File: src/rtl/inst_fetch.sv
// -----------------------------------------------------------------------------
// inst_fetch
//   Instruction fetch front end. Issues in-order word reads to memory, tags
//   each in-flight read with its PC, buffers returned words in a small FIFO
//   and presents them to the decoder. A redirect (iFlushPipe) reloads the PC,
//   empties the buffers and discards responses still owed by memory
//   (S_DROP state).
//
// Handshakes:
//   Memory request: oMemReq is the valid, iMemGnt the ready; a transfer
//   happens on a rising edge where both are high. While oMemReq is high and
//   not granted, oMemReq/oMemAddr hold, unless a redirect arrives.
//   Memory response: iMemRvalid has no back-pressure; responses come back in
//   request order. Decoder: oInstDv is the valid, !iStall the ready; a word
//   is consumed on a rising edge where oInstDv is high and iStall is low.
//
// Ports:
//   iClk, iRst        clock, synchronous active-high reset
//   oMemReq/oMemAddr  read request valid / byte address (4-aligned)
//   iMemGnt           memory accepts the request this cycle
//   iMemRvalid/Rdata  read response valid / instruction word
//   oInst/oCurPc      instruction and its PC for the decoder
//   oInstDv           oInst/oCurPc valid
//   iStall            decoder cannot accept
//   iFlushPipe/PC     redirect request / target (bits [1:0] ignored)
//   oProtoErr         sticky: a response arrived with nothing outstanding
//   oDbgState         FSM state (0 = S_RUN, 1 = S_DROP)
// -----------------------------------------------------------------------------
module inst_fetch #(
  parameter int               cXLEN    = 32,
  parameter logic [cXLEN-1:0] cResetPc = 32'h0000_0000,
  parameter int               cDepth   = 2
) (
  input  logic             iClk,
  input  logic             iRst,
  output logic             oMemReq,
  output logic [cXLEN-1:0] oMemAddr,
  input  logic             iMemGnt,
  input  logic             iMemRvalid,
  input  logic [cXLEN-1:0] iMemRdata,
  output logic [cXLEN-1:0] oInst,
  output logic [cXLEN-1:0] oCurPc,
  output logic             oInstDv,
  input  logic             iStall,
  input  logic             iFlushPipe,
  input  logic [cXLEN-1:0] iFlushPc,
  output logic             oProtoErr,
  output logic             oDbgState
);

  localparam int cPtrW = (cDepth > 1) ? $clog2(cDepth) : 1;
  localparam int cCntW = $clog2(cDepth + 1);

  typedef logic [cPtrW-1:0] ptr_t;
  typedef logic [cCntW-1:0] cnt_t;
  typedef enum logic { S_RUN = 1'b0, S_DROP = 1'b1 } state_t;

  state_t           state_q,    state_d;
  logic [cXLEN-1:0] pc_q,       pc_d;
  cnt_t             out_cnt_q,  out_cnt_d;
  cnt_t             drop_cnt_q, drop_cnt_d;
  logic [cXLEN-1:0] fifo_inst_q [cDepth];
  logic [cXLEN-1:0] fifo_inst_d [cDepth];
  logic [cXLEN-1:0] fifo_pc_q   [cDepth];
  logic [cXLEN-1:0] fifo_pc_d   [cDepth];
  ptr_t             fifo_rd_q,  fifo_rd_d;
  ptr_t             fifo_wr_q,  fifo_wr_d;
  cnt_t             fifo_cnt_q, fifo_cnt_d;
  logic [cXLEN-1:0] tag_q       [cDepth];
  logic [cXLEN-1:0] tag_d       [cDepth];
  ptr_t             tag_rd_q,   tag_rd_d;
  ptr_t             tag_wr_q,   tag_wr_d;
  logic             err_q,      err_d;

  logic             mem_req;
  logic             gnt_fire;
  logic             rsp_ok;
  logic             fifo_pop;
  logic [cCntW:0]   slots_used;
  cnt_t             flush_left;
  logic             unused_flush_lo;

  // The low two bits of the redirect target are don't-care.
  assign unused_flush_lo = ^iFlushPc[1:0];

  function automatic ptr_t ptr_inc(input ptr_t p);
    if (p == ptr_t'(cDepth - 1)) return '0;
    return p + ptr_t'(1);
  endfunction

  always_comb begin
    fifo_pop = (fifo_cnt_q != '0) && !iStall;
    // A word popped this cycle frees its slot in time for a new request,
    // which is what sustains one instruction per cycle at latency 1.
    slots_used = (cCntW+1)'(out_cnt_q) + (cCntW+1)'(fifo_cnt_q)
               - (cCntW+1)'(fifo_pop);
    mem_req    = !iRst && (state_q == S_RUN) && !iFlushPipe
               && (slots_used < (cCntW+1)'(cDepth));
    gnt_fire   = mem_req && iMemGnt;
    rsp_ok     = iMemRvalid && (out_cnt_q != '0);
    flush_left = out_cnt_q - cnt_t'(rsp_ok);

    state_d     = state_q;
    pc_d        = pc_q;
    out_cnt_d   = out_cnt_q;
    drop_cnt_d  = drop_cnt_q;
    fifo_inst_d = fifo_inst_q;
    fifo_pc_d   = fifo_pc_q;
    fifo_rd_d   = fifo_rd_q;
    fifo_wr_d   = fifo_wr_q;
    fifo_cnt_d  = fifo_cnt_q;
    tag_d       = tag_q;
    tag_rd_d    = tag_rd_q;
    tag_wr_d    = tag_wr_q;
    err_d       = err_q | (iMemRvalid && (out_cnt_q == '0));

    if (iFlushPipe) begin
      // Everything still owed by memory (minus a response landing now)
      // belongs to the old path and must be swallowed.
      pc_d       = {iFlushPc[cXLEN-1:2], 2'b00};
      fifo_rd_d  = '0;
      fifo_wr_d  = '0;
      fifo_cnt_d = '0;
      tag_rd_d   = '0;
      tag_wr_d   = '0;
      out_cnt_d  = flush_left;
      drop_cnt_d = flush_left;
      state_d    = (flush_left != '0) ? S_DROP : S_RUN;
    end else if (state_q == S_DROP) begin
      if (rsp_ok) begin
        out_cnt_d  = out_cnt_q - cnt_t'(1);
        drop_cnt_d = drop_cnt_q - cnt_t'(1);
        if (drop_cnt_q == cnt_t'(1)) state_d = S_RUN;
      end
    end else begin
      if (gnt_fire) begin
        tag_d[tag_wr_q] = pc_q;
        tag_wr_d        = ptr_inc(tag_wr_q);
        pc_d            = pc_q + cXLEN'(4);
      end
      if (rsp_ok) begin
        fifo_inst_d[fifo_wr_q] = iMemRdata;
        fifo_pc_d[fifo_wr_q]   = tag_q[tag_rd_q];
        fifo_wr_d              = ptr_inc(fifo_wr_q);
        tag_rd_d               = ptr_inc(tag_rd_q);
      end
      if (fifo_pop) fifo_rd_d = ptr_inc(fifo_rd_q);
      fifo_cnt_d = fifo_cnt_q + cnt_t'(rsp_ok) - cnt_t'(fifo_pop);
      out_cnt_d  = out_cnt_q + cnt_t'(gnt_fire) - cnt_t'(rsp_ok);
    end
  end

  always_ff @(posedge iClk) begin
    if (iRst) begin
      state_q    <= S_RUN;
      pc_q       <= cResetPc;
      out_cnt_q  <= '0;
      drop_cnt_q <= '0;
      fifo_rd_q  <= '0;
      fifo_wr_q  <= '0;
      fifo_cnt_q <= '0;
      tag_rd_q   <= '0;
      tag_wr_q   <= '0;
      err_q      <= 1'b0;
      for (int i = 0; i < cDepth; i++) begin
        fifo_inst_q[i] <= '0;
        fifo_pc_q[i]   <= '0;
        tag_q[i]       <= '0;
      end
    end else begin
      state_q     <= state_d;
      pc_q        <= pc_d;
      out_cnt_q   <= out_cnt_d;
      drop_cnt_q  <= drop_cnt_d;
      fifo_inst_q <= fifo_inst_d;
      fifo_pc_q   <= fifo_pc_d;
      fifo_rd_q   <= fifo_rd_d;
      fifo_wr_q   <= fifo_wr_d;
      fifo_cnt_q  <= fifo_cnt_d;
      tag_q       <= tag_d;
      tag_rd_q    <= tag_rd_d;
      tag_wr_q    <= tag_wr_d;
      err_q       <= err_d;
    end
  end

  assign oMemReq   = mem_req;
  assign oMemAddr  = pc_q;
  assign oInstDv   = !iRst && (fifo_cnt_q != '0);
  assign oInst     = oInstDv ? fifo_inst_q[fifo_rd_q] : '0;
  assign oCurPc    = oInstDv ? fifo_pc_q[fifo_rd_q]   : '0;
  assign oProtoErr = err_q;
  assign oDbgState = state_q;

endmodule

File: config.mk
export PLATFORM = sky130hd
export DESIGN_NAME = inst_fetch
export DESIGN_NICKNAME = d
export VERILOG_FILES = /design/src/rtl/inst_fetch.sv
export SDC_FILE = /design/constraint.sdc
export NUM_CORES = 1
export LEC_CHECK = 0
export CAP_MARGIN = 20
export CORE_MARGIN = 2
export CORE_UTILIZATION = 50
export DETAILED_ROUTE_END_ITERATION = 10
export DONT_BUFFER_PORTS = 1
export GPL_TIMING_DRIVEN = 0
export PLACE_DENSITY = 0.75
export SETUP_SLACK_MARGIN = 0.3
export SLEW_MARGIN = 20
export SYNTH_ARGS = -nofsm -noshare
export SYNTH_HDL_FRONTEND = slang
export SYNTH_SLANG_ARGS = --single-unit
File: constraint.sdc
create_clock -name iClk -period 3.05 [get_ports iClk]
set_clock_uncertainty 0.05 [all_clocks]
set_input_delay 0.61 -clock iClk [delete_from_list [all_inputs] [get_ports iClk]]
set_output_delay 0.61 -clock iClk [all_outputs]
set_load 0.05 [all_outputs]
# After elaboration in Yosys (flattened, before gate mapping)
# Cells that the tools add are included.
word_totals:
  out_inout_bits: 100
  regBits: 236
op_classes:
  eq_ne: 3
  magnitude_cmp: 7
  reduce_logical: 28
  n_mux: 56
  n_addsub: 14
  bitwise: 7
ops:
  columns: ["cell", "n"]
  rows:
  - ["32-bit two-way mux", 16]
  - ["64-bit bitwise mux", 3]
  - ["32-bit demux with 1-bit select", 2]
  - ["32-bit by 3-bit adder with 32-bit output, second input constant", 1]
  - ["1-bit two-way mux", 29]
  - ["2-bit two-way mux", 6]
  - ["2-bit nonzero test", 6]
  - ["1-bit logical AND", 10]
  - ["2-bit AND reduction", 5]
  - ["2-bit >= comparator, second input constant", 4]
  - ["1-bit inverter with 2-bit output", 4]
  - ["3-bit AND reduction", 2]
  - ["2-bit by 1-bit subtractor with 2-bit output", 3]
  - ["1-bit adder, second input constant", 4]
  - ["2-bit by 1-bit adder with 2-bit output", 2]
  - ["2-bit by 1-bit < comparator with 1-bit output, second input constant", 2]
  - ["2-bit by 1-bit subtractor with 2-bit output, second input constant", 2]
  - ["2-bit by 2-bit adder with 3-bit output", 1]
  - ["1-bit logical NOT", 3]
  - ["3-bit by 2-bit < comparator with 1-bit output, second input constant", 1]
  - ["3-bit by 2-bit != test with 1-bit output, second input constant", 1]
  - ["3-bit by 1-bit subtractor with 3-bit output", 1]
  - ["2-bit by 1-bit == test with 1-bit output, second input constant", 1]
  - ["2-bit logical NOT", 1]
  - ["other kinds (4)", 5]

# Logic depth before layout (Yosys ltp)
# Gate-level depths: netlist (run 1).
logic_depth:
  ltp_word: 10
  ltp_mapped: 16
  depth_no_buf: 14

# Worst setup path after synthesis (run 1)
# OpenSTA, ideal clock, no wires.
synth_path:
  path_type: "input-to-reg"
  from: "input port iStall"
  to: "register out_cnt_q[1]"
  t_arrival_ps: 3146
  slack_ps: -269
  stages: 15
  n_path_buf: 2
  cell_sequence: "nor3_1 > o21ai_0 > fa_1 > nor4b_4 > and3_1 > buf_6 > inv_4 > buf_6 > ha_1 > inv_1 > ha_1 > xnor2_1 > xnor2_1 > o21ai_0 > a21oi_1"
synth_via:
  elab_chain_len: 10
synth_rtl:
  columns: ["item", "line_no", "source"]
  rows:
  - ["start: declaration", "44", "input logic iStall,"]
  - ["1-bit logical NOT", "92", "fifo_pop = (fifo_cnt_q != '0) && !iStall;"]
  - ["1-bit logical AND", "92", null]
  - ["3-bit by 1-bit subtractor with 3-bit output", "96", "- (cCntW+1)'(fifo_pop);"]
  - ["3-bit by 2-bit < comparator with 1-bit output", "98", "&& (slots_used < (cCntW+1)'(cDepth));"]
  - ["1-bit logical AND", "98", null]
  - ["1-bit logical AND", "99", "gnt_fire = mem_req && iMemGnt;"]
  - ["2-bit by 1-bit adder with 2-bit output", "149", "out_cnt_d = out_cnt_q + cnt_t'(gnt_fire) - cnt_t'(rsp_ok);"]
  - ["2-bit by 1-bit subtractor with 2-bit output", "149", null]
  - ["2-bit two-way mux", "129", "end else if (state_q == S_DROP) begin"]
  - ["2-bit two-way mux", "117", "if (iFlushPipe) begin"]
  - ["end signal: assignment", "173", "out_cnt_q <= out_cnt_d;"]
  - ["end: declaration", "60", "cnt_t out_cnt_q, out_cnt_d;"]
# Every way passes these cells.
# A chain may end at the register's enable or synchronous reset.

# Worst setup path in the final report (run 1)
layout_path:
  from: "register out_cnt_q[1]"
  to: "register pc_q[20], in the netlist oMemAddr[20]"
layout_via:
  elab_chain_len: 7
layout_rtl:
  columns: ["item", "line_no", "source"]
  rows:
  - ["2-bit by 2-bit adder with 3-bit output", "95", "slots_used = (cCntW+1)'(out_cnt_q) + (cCntW+1)'(fifo_cnt_q)"]
  - ["3-bit by 1-bit subtractor with 3-bit output", "96", null]
  - ["3-bit by 2-bit < comparator with 1-bit output", "98", null]
  - ["1-bit logical AND", "98", null]
  - ["1-bit logical AND", "99", null]
  - ["2-bit nonzero test (no source line)", null, null]
  - ["2-bit AND reduction (no source line)", null, null]
  - ["end signal: assignment", "156", "pc_q <= cResetPc;"]
  - ["end signal: assignment", "172", "pc_q <= pc_d;"]
  - ["end: declaration", "59", "logic [cXLEN-1:0] pc_q, pc_d;"]
# Every way passes these cells.

==> impl_metrics.tcl, run 1 <==
set metrics [dict create \
    yosysSeqAreaShare_pct 45.1 \
    initial_core_util_pct 51.2 \
    crit_arrival_ps 3400 \
    setup_ws_ps 10.4 \
    grt_use_total_pct 27.1 \
    endpoint_kind "register" \
    dp_cells 1500 \
    chipHeight_um 146 \
    p_int_mw 5.48 \
    ir_drop_uv 626 \
    nFillCells 1503 \
    antenna_found_initial 0 \
    cts.sink_count 226 \
    power.total_mw 8.04 \
    cts_tree "done" \
    hold_class "primary input to register" \
    row_count 51 \
    diodes 0 \
    synthTopCellsByArea "dfxtp_1 (45%), mux2i_1 (9.6%), nand2_1 (9.2%), a21oi_1 (6.6%), nor2_1 (5.6%)" \
    synth_common_cells "nand2_1 (245), dfxtp_1 (226), nor2_1 (151)" \
    p_sw_mw 2.56 \
    antenna_left 0 \
    synth_edf_count 0 \
    die_width_um 146 \
    cts_root_buffer "clkbuf_16" \
    drcViolationCount 0 \
    final_cell_count_no_fill 1589 \
    synth.most_common_cell "nand2_1" \
    viasPerCell 6.01 \
    clk_latency_ps 530 \
    synth_warnings 0 \
    outcome "completed" \
    synth_top_area_cell "dfxtp_1" \
    pwr-share-clk_pct 36.1 \
    top_level_ports 170 \
    rsz0062_at_grt "true" \
    syn_area_per_cell_sq_um 8.14 \
    multi_input_area_sq_um 6160 \
    synth_cell_types 54 \
    layout.nets 1386 \
    synth_top_area_share_pct 45.1 \
    grt_pass1_vias 8886 \
    drive_above_1_share_pct 24.7 \
    core_region_area_sq_um 19600 \
    setup_viol 0 \
    port_buffers 0 \
    drt_iter0_markers 639 \
    final.period_utilization_pct 99.7 \
    critPathLaunchType "register" \
    pwr-share-comb_pct 21.2 \
    worstMarginPinSlew_ps 988 \
    final_core_util_pct 66.7 \
    switching_share_pct 31.8 \
    wl_per_cell_um 21.0 \
    required_ps 3410 \
    ff_latch_area_sq_um 4540 \
    grt_overflow 0 \
    leakage_nw 3.95 \
    firstDrtPassIters 6 \
    drv_slew 0 \
    finalHoldViolations 0 \
    fin_crit_ps 3040 \
    place_congestion 0.905 \
    crit_type "register to register" \
    dp_hpwl_mm 19.9 \
    grt_pass1_wl_mm 47.0 \
    max-slew-margin-rel_pct 33.9 \
    timing.hold.ws_ps 166 \
    final_area_sq_um 13100 \
    seqPwrFrac_pct 42.7 \
    placed_area_sq_um 10400 \
    cts.htree.levels 1 \
    cts_buffers 24 \
    clock_path_buffers 3 \
    synthCells 1232 \
    tns_ps 0 \
    max-cap-violations 0 \
    vias 9557 \
    die_area_sq_um 21200 \
    synth_seq_cells 226 \
    cp_max_fo 7 \
    ys.flop_type "dfxtp_1" \
    p_per_area_nw_per_um2 615 \
    clk_pin_slew_worst_paths_ps 60 \
    wirelength_mm 33.3 \
    pre_cts_slack_ps -383 \
    async_flop_share_pct 0 \
    grt_max_degree 14 \
    syn2layout_area_growth_pct 30.3 \
    max_freq_ghz 0.329 \
    synth_area_sq_um 10000 \
]
[routing by layer]
metal  GRT usage, %  routed length, um
met4           8.28               1160
met5              0                  0
met2           44.8              16200
met1           34.8              12500
met3           6.99               3400
[critical path, stage by stage, from the launching register on]
cell and delay [ps]:
dfxtp_2 340, inv_2 50, ha_4 230, fa_1 560, nor4b_4 270, and3_1 220
buf_6 120, buf_4 100, buf_6 90, buf_8 130, buf_6 110, nand3_4 70
o211ai_1 200, or3b_4 390
[timing repair]
| action | in CTS | in global routing |
|---|---|---|
| setup endpoints to repair | 249 | 251 |
| cloned | 4 | 6 |
| setup buffers | 24 | 12 |
| hold buffers | 0 | 0 |
| pin swaps | 28 | 50 |
| gates resized for setup | 170 | 237 |
[final cells by class]
cell class,instances,share of cell area [%]
Buffer,103,4.74
Clock buffer,33,5.32
Clock inverter,10,0.613
Inverter,11,0.392
Multi-Input combinational cell,895,47.2
Sequential cell,226,34.7
Tap cell,265,2.54
Timing Repair Buffer,46,4.51
[flip-flops by register name, indices dropped and copies added (netlist names), 2 cells and up]
register,count
oMemAddr,30
out_cnt_q,2
fifo_pc_q,60
tag_q,60
fifo_inst_q,64
fifo_cnt_q,2
drop_cnt_q,2
[layout by cell type (no fill, tap or decap), drive strengths merged, types with 10 or more instances in the layout]
master / synthesis / layout
a211oi: 72 / 72
a21oi: 132 / 132
mux2i: 96 / 96
dfxtp: 226 / 226
nor2: 151 / 151
nand3: 48 / 48
nor3: 11 / 11
xnor2: 20 / 20
nand2: 245 / 245
and2: 10 / 10
buf: 22 / 69
clkbuf: 81 / 113
inv: 10 / 10
o21ai: 14 / 14
nand4: 15 / 15
[logic make-up (layout without fill, tap and decap cells)]
group           after synthesis  count (layout)  share of synthesized area [%]
fa+ha+maj                     9               9                           1.20
compound gates              246             246                           14.8
flops                       226             226                           45.1
other cells                   1               4                         0.0374
xor+xnor                     25              25                           2.18
mux                          97              97                           9.69
simple gates                514             514                           22.3
buf+inv                     114             203                           4.71
[worst paths after layout]
kind,startpoint,endpoint,slack (ps),cells after the start
setup / recovery,out_cnt_q[1],oMemAddr[20],10,13
hold / removal,iMemRdata[12],fifo_inst_q[44],170,2
setup reg to reg,out_cnt_q[1],oMemAddr[20],10,13
hold reg to reg,fifo_inst_q[30],fifo_inst_q[30],400,2
[power groups by stage]
stage	clock network (mW)	logic (mW)	registers [mW]
after global placement	0	1.10	3.47
after floorplan	0	0.860	3.42
after CTS	2.90	1.43	3.41
final	2.91	1.70	3.44
after detailed placement	0	1.13	3.48
after global routing	3.02	1.82	3.45
(Power assumes the default switching activity.)
==> inputs of run 2 (changes only) <==
--- a/config.mk
+++ b/config.mk
@@ -6,7 +6,7 @@
 export NUM_CORES = 1
 export LEC_CHECK = 0
 export CAP_MARGIN = 20
-export CORE_MARGIN = 2
+export CORE_MARGIN = 8
 export CORE_UTILIZATION = 50
 export DETAILED_ROUTE_END_ITERATION = 10
 export DONT_BUFFER_PORTS = 1
==> impl_metrics.tcl, run 2 (synthesis gave the netlist of run 1 again) <==
set metrics [dict create \
    max-cap-violations 0 \
    drcViolationCount 0 \
    grt_overflow 0 \
    port_buffers 0 \
    top_regs "fifo_inst_q: 64 flops, fifo_pc_q: 60 flops, tag_q: 60 flops" \
    die_width_um 158 \
    critPathLaunchType "register" \
    viasPerCell 5.81 \
    whs_endpoint "fifo_inst_q[62]" \
    grt_pass1_wl_mm 48.4 \
    syn2layout_area_growth_pct 22.9 \
    final.period_utilization_pct 97.5 \
    tns_ps 0 \
    rsz0062_at_grt "true" \
    place_congestion 0.916 \
    endpoint_kind "register" \
    layout.nets 1374 \
    top_register "fifo_inst_q" \
    cts.htree.levels 1 \
    wl_per_cell_um 19.7 \
    crit_type "register to register" \
    antenna_found_initial 1 \
    clk_pin_slew_worst_paths_ps 60 \
    met1_length_mm 12.4 \
    clock_path_buffers 3 \
    fin_crit_ps 2970 \
    dr.max_layer_used "met4" \
    met3_length_mm 3.56 \
    setup_viol 0 \
    firstDrtPassIters 7 \
    crit_arrival_ps 3320 \
    wirelength_mm 31.2 \
    holdCritStartpoint "iMemRdata[30]" \
    outcome "completed" \
    grt_pass1_vias 9068 \
    cts.sink_count 226 \
    final_cell_mix "nand2_1 (244), dfxtp_1 (219), a21oi_1 (130), mux2i_1 (95), nor2_1 (90)" \
    dp_hpwl_mm 21.2 \
    grt_use_total_pct 24.3 \
    hold_depth 2 \
    core_region_area_sq_um 20000 \
    clk_latency_ps 520 \
    die_area_sq_um 24900 \
    drt_iter0_markers 718 \
    met2_length_mm 14.3 \
    cts_buffers 25 \
    ir_drop_uv 493 \
    finalHoldViolations 0 \
    drv_slew 0 \
    hold_class "primary input to register" \
    top_level_ports 170 \
    required_ps 3400 \
    ff2ff_path_depth 15 \
    row_count 52 \
    max_freq_ghz 0.336 \
    final_common_cell "nand2_1" \
    cts_hold_buf 0 \
    chipHeight_um 158 \
    max-slew-margin-rel_pct 32.5 \
    cts_tree "done" \
    worstMarginPinSlew_ps 1010 \
    r2r_slack_ps 80 \
    cp-startpoint "out_cnt_q[1]" \
    initial_core_util_pct 50.2 \
    antenna_left 0 \
    leakage_nw 3.75 \
    grt_max_degree 14 \
    r2r_end "out_cnt_q[1]" \
    pre_cts_slack_ps -315 \
    vias 9195 \
    cp_max_fo 3 \
    drive_above_1_share_pct 16.7 \
    setup_ws_ps 75.7 \
    largest_reg_flops 64 \
    r2r_start "out_cnt_q[1]" \
    p_per_area_nw_per_um2 644 \
    cts_root_buffer "clkbuf_16" \
]
==> run 2: cell count changes in the layout (fill, tap and decap cells not counted), sizes merged <==
| cell | previous run | this run |
|---|---|---|
| buf | 69 | 59 |
| inv | 10 | 11 |
| clkbuf | 113 | 111 |
| clkinv | 8 | 6 |
| diode | 0 | 1 |
| bufinv | 1 | 2 |
==> run 2: timing repair <==
| action | 4_1_cts | 5_1_grt |
|---|---|---|
| pin swaps | 27 | 4 |
| gates cloned | 4 | 0 |
| endpoints found under the setup margin | 243 | 246 |
| endpoints found under the hold margin | 0 | 0 |
| resized for setup | 199 | 48 |
| setup buffers | 23 | 6 |
==> run 2: per-stage QoR <==
step	power [mW]	instance area, sq um	utilization, %	hold WS (ps)	instances
after CTS	7.90	12200	61.1	156	1576
after global placement	4.57	10400	52.2	390	1505
after detailed placement	4.60	10400	52.2	396	1505
after floorplan	4.28	10100	-	386	1235
final	7.94	12300	61.7	170	1583
after global routing	8.23	12300	61.7	159	1583
==> run 2: layout make-up <==
| cell class | instances | area [sq um] |
|---|---|---|
| Multi-Input combinational cell | 895 | 5650 |
| Fill cell | 1707 | 7640 |
| Tap cell | 270 | 338 |
| Timing Repair Buffer | 33 | 368 |
| Clock inverter | 10 | 113 |
| Clock buffer | 34 | 709 |
| Sequential cell | 226 | 4540 |
| Inverter | 11 | 56.3 |
| Antenna cell | 1 | 2.50 |
| Buffer | 103 | 557 |
==> run 2: worst max-delay path by stage <==
stage                        end
floorplan           out_cnt_q[1]
global placement    out_cnt_q[1]
detailed placement  out_cnt_q[1]
CTS                 out_cnt_q[1]
global route        out_cnt_q[1]
finish              out_cnt_q[1]
==> run 2: layer usage <==
metal	GRT usage, %	up-vias
li1	-	4360
met1	29.6	4374
met2	40.2	388
met3	7.78	73
met4	7.52	0
met5	0	-
==> run 2: report_power, final <==
| group | switching [mW] | internal (mW) |
|---|---|---|
| sequential | 0.298 | 3.13 |
| combinational | 0.907 | 0.586 |
| clock | 1.22 | 1.80 |
==> run 2: worst max-delay path, cell delays in order, from the launching register on <==
cell,delay [ps]
dfxtp_4,360
inv_4,40
ha_4,230
fa_1,530
nor4b_4,250
and3_1,220
buf_6,130
inv_8,40
buf_12,110
ha_4,250
inv_2,30
ha_4,150
xnor2_2,130
xnor2_1,130
o21ai_1,120
a21oi_1,70
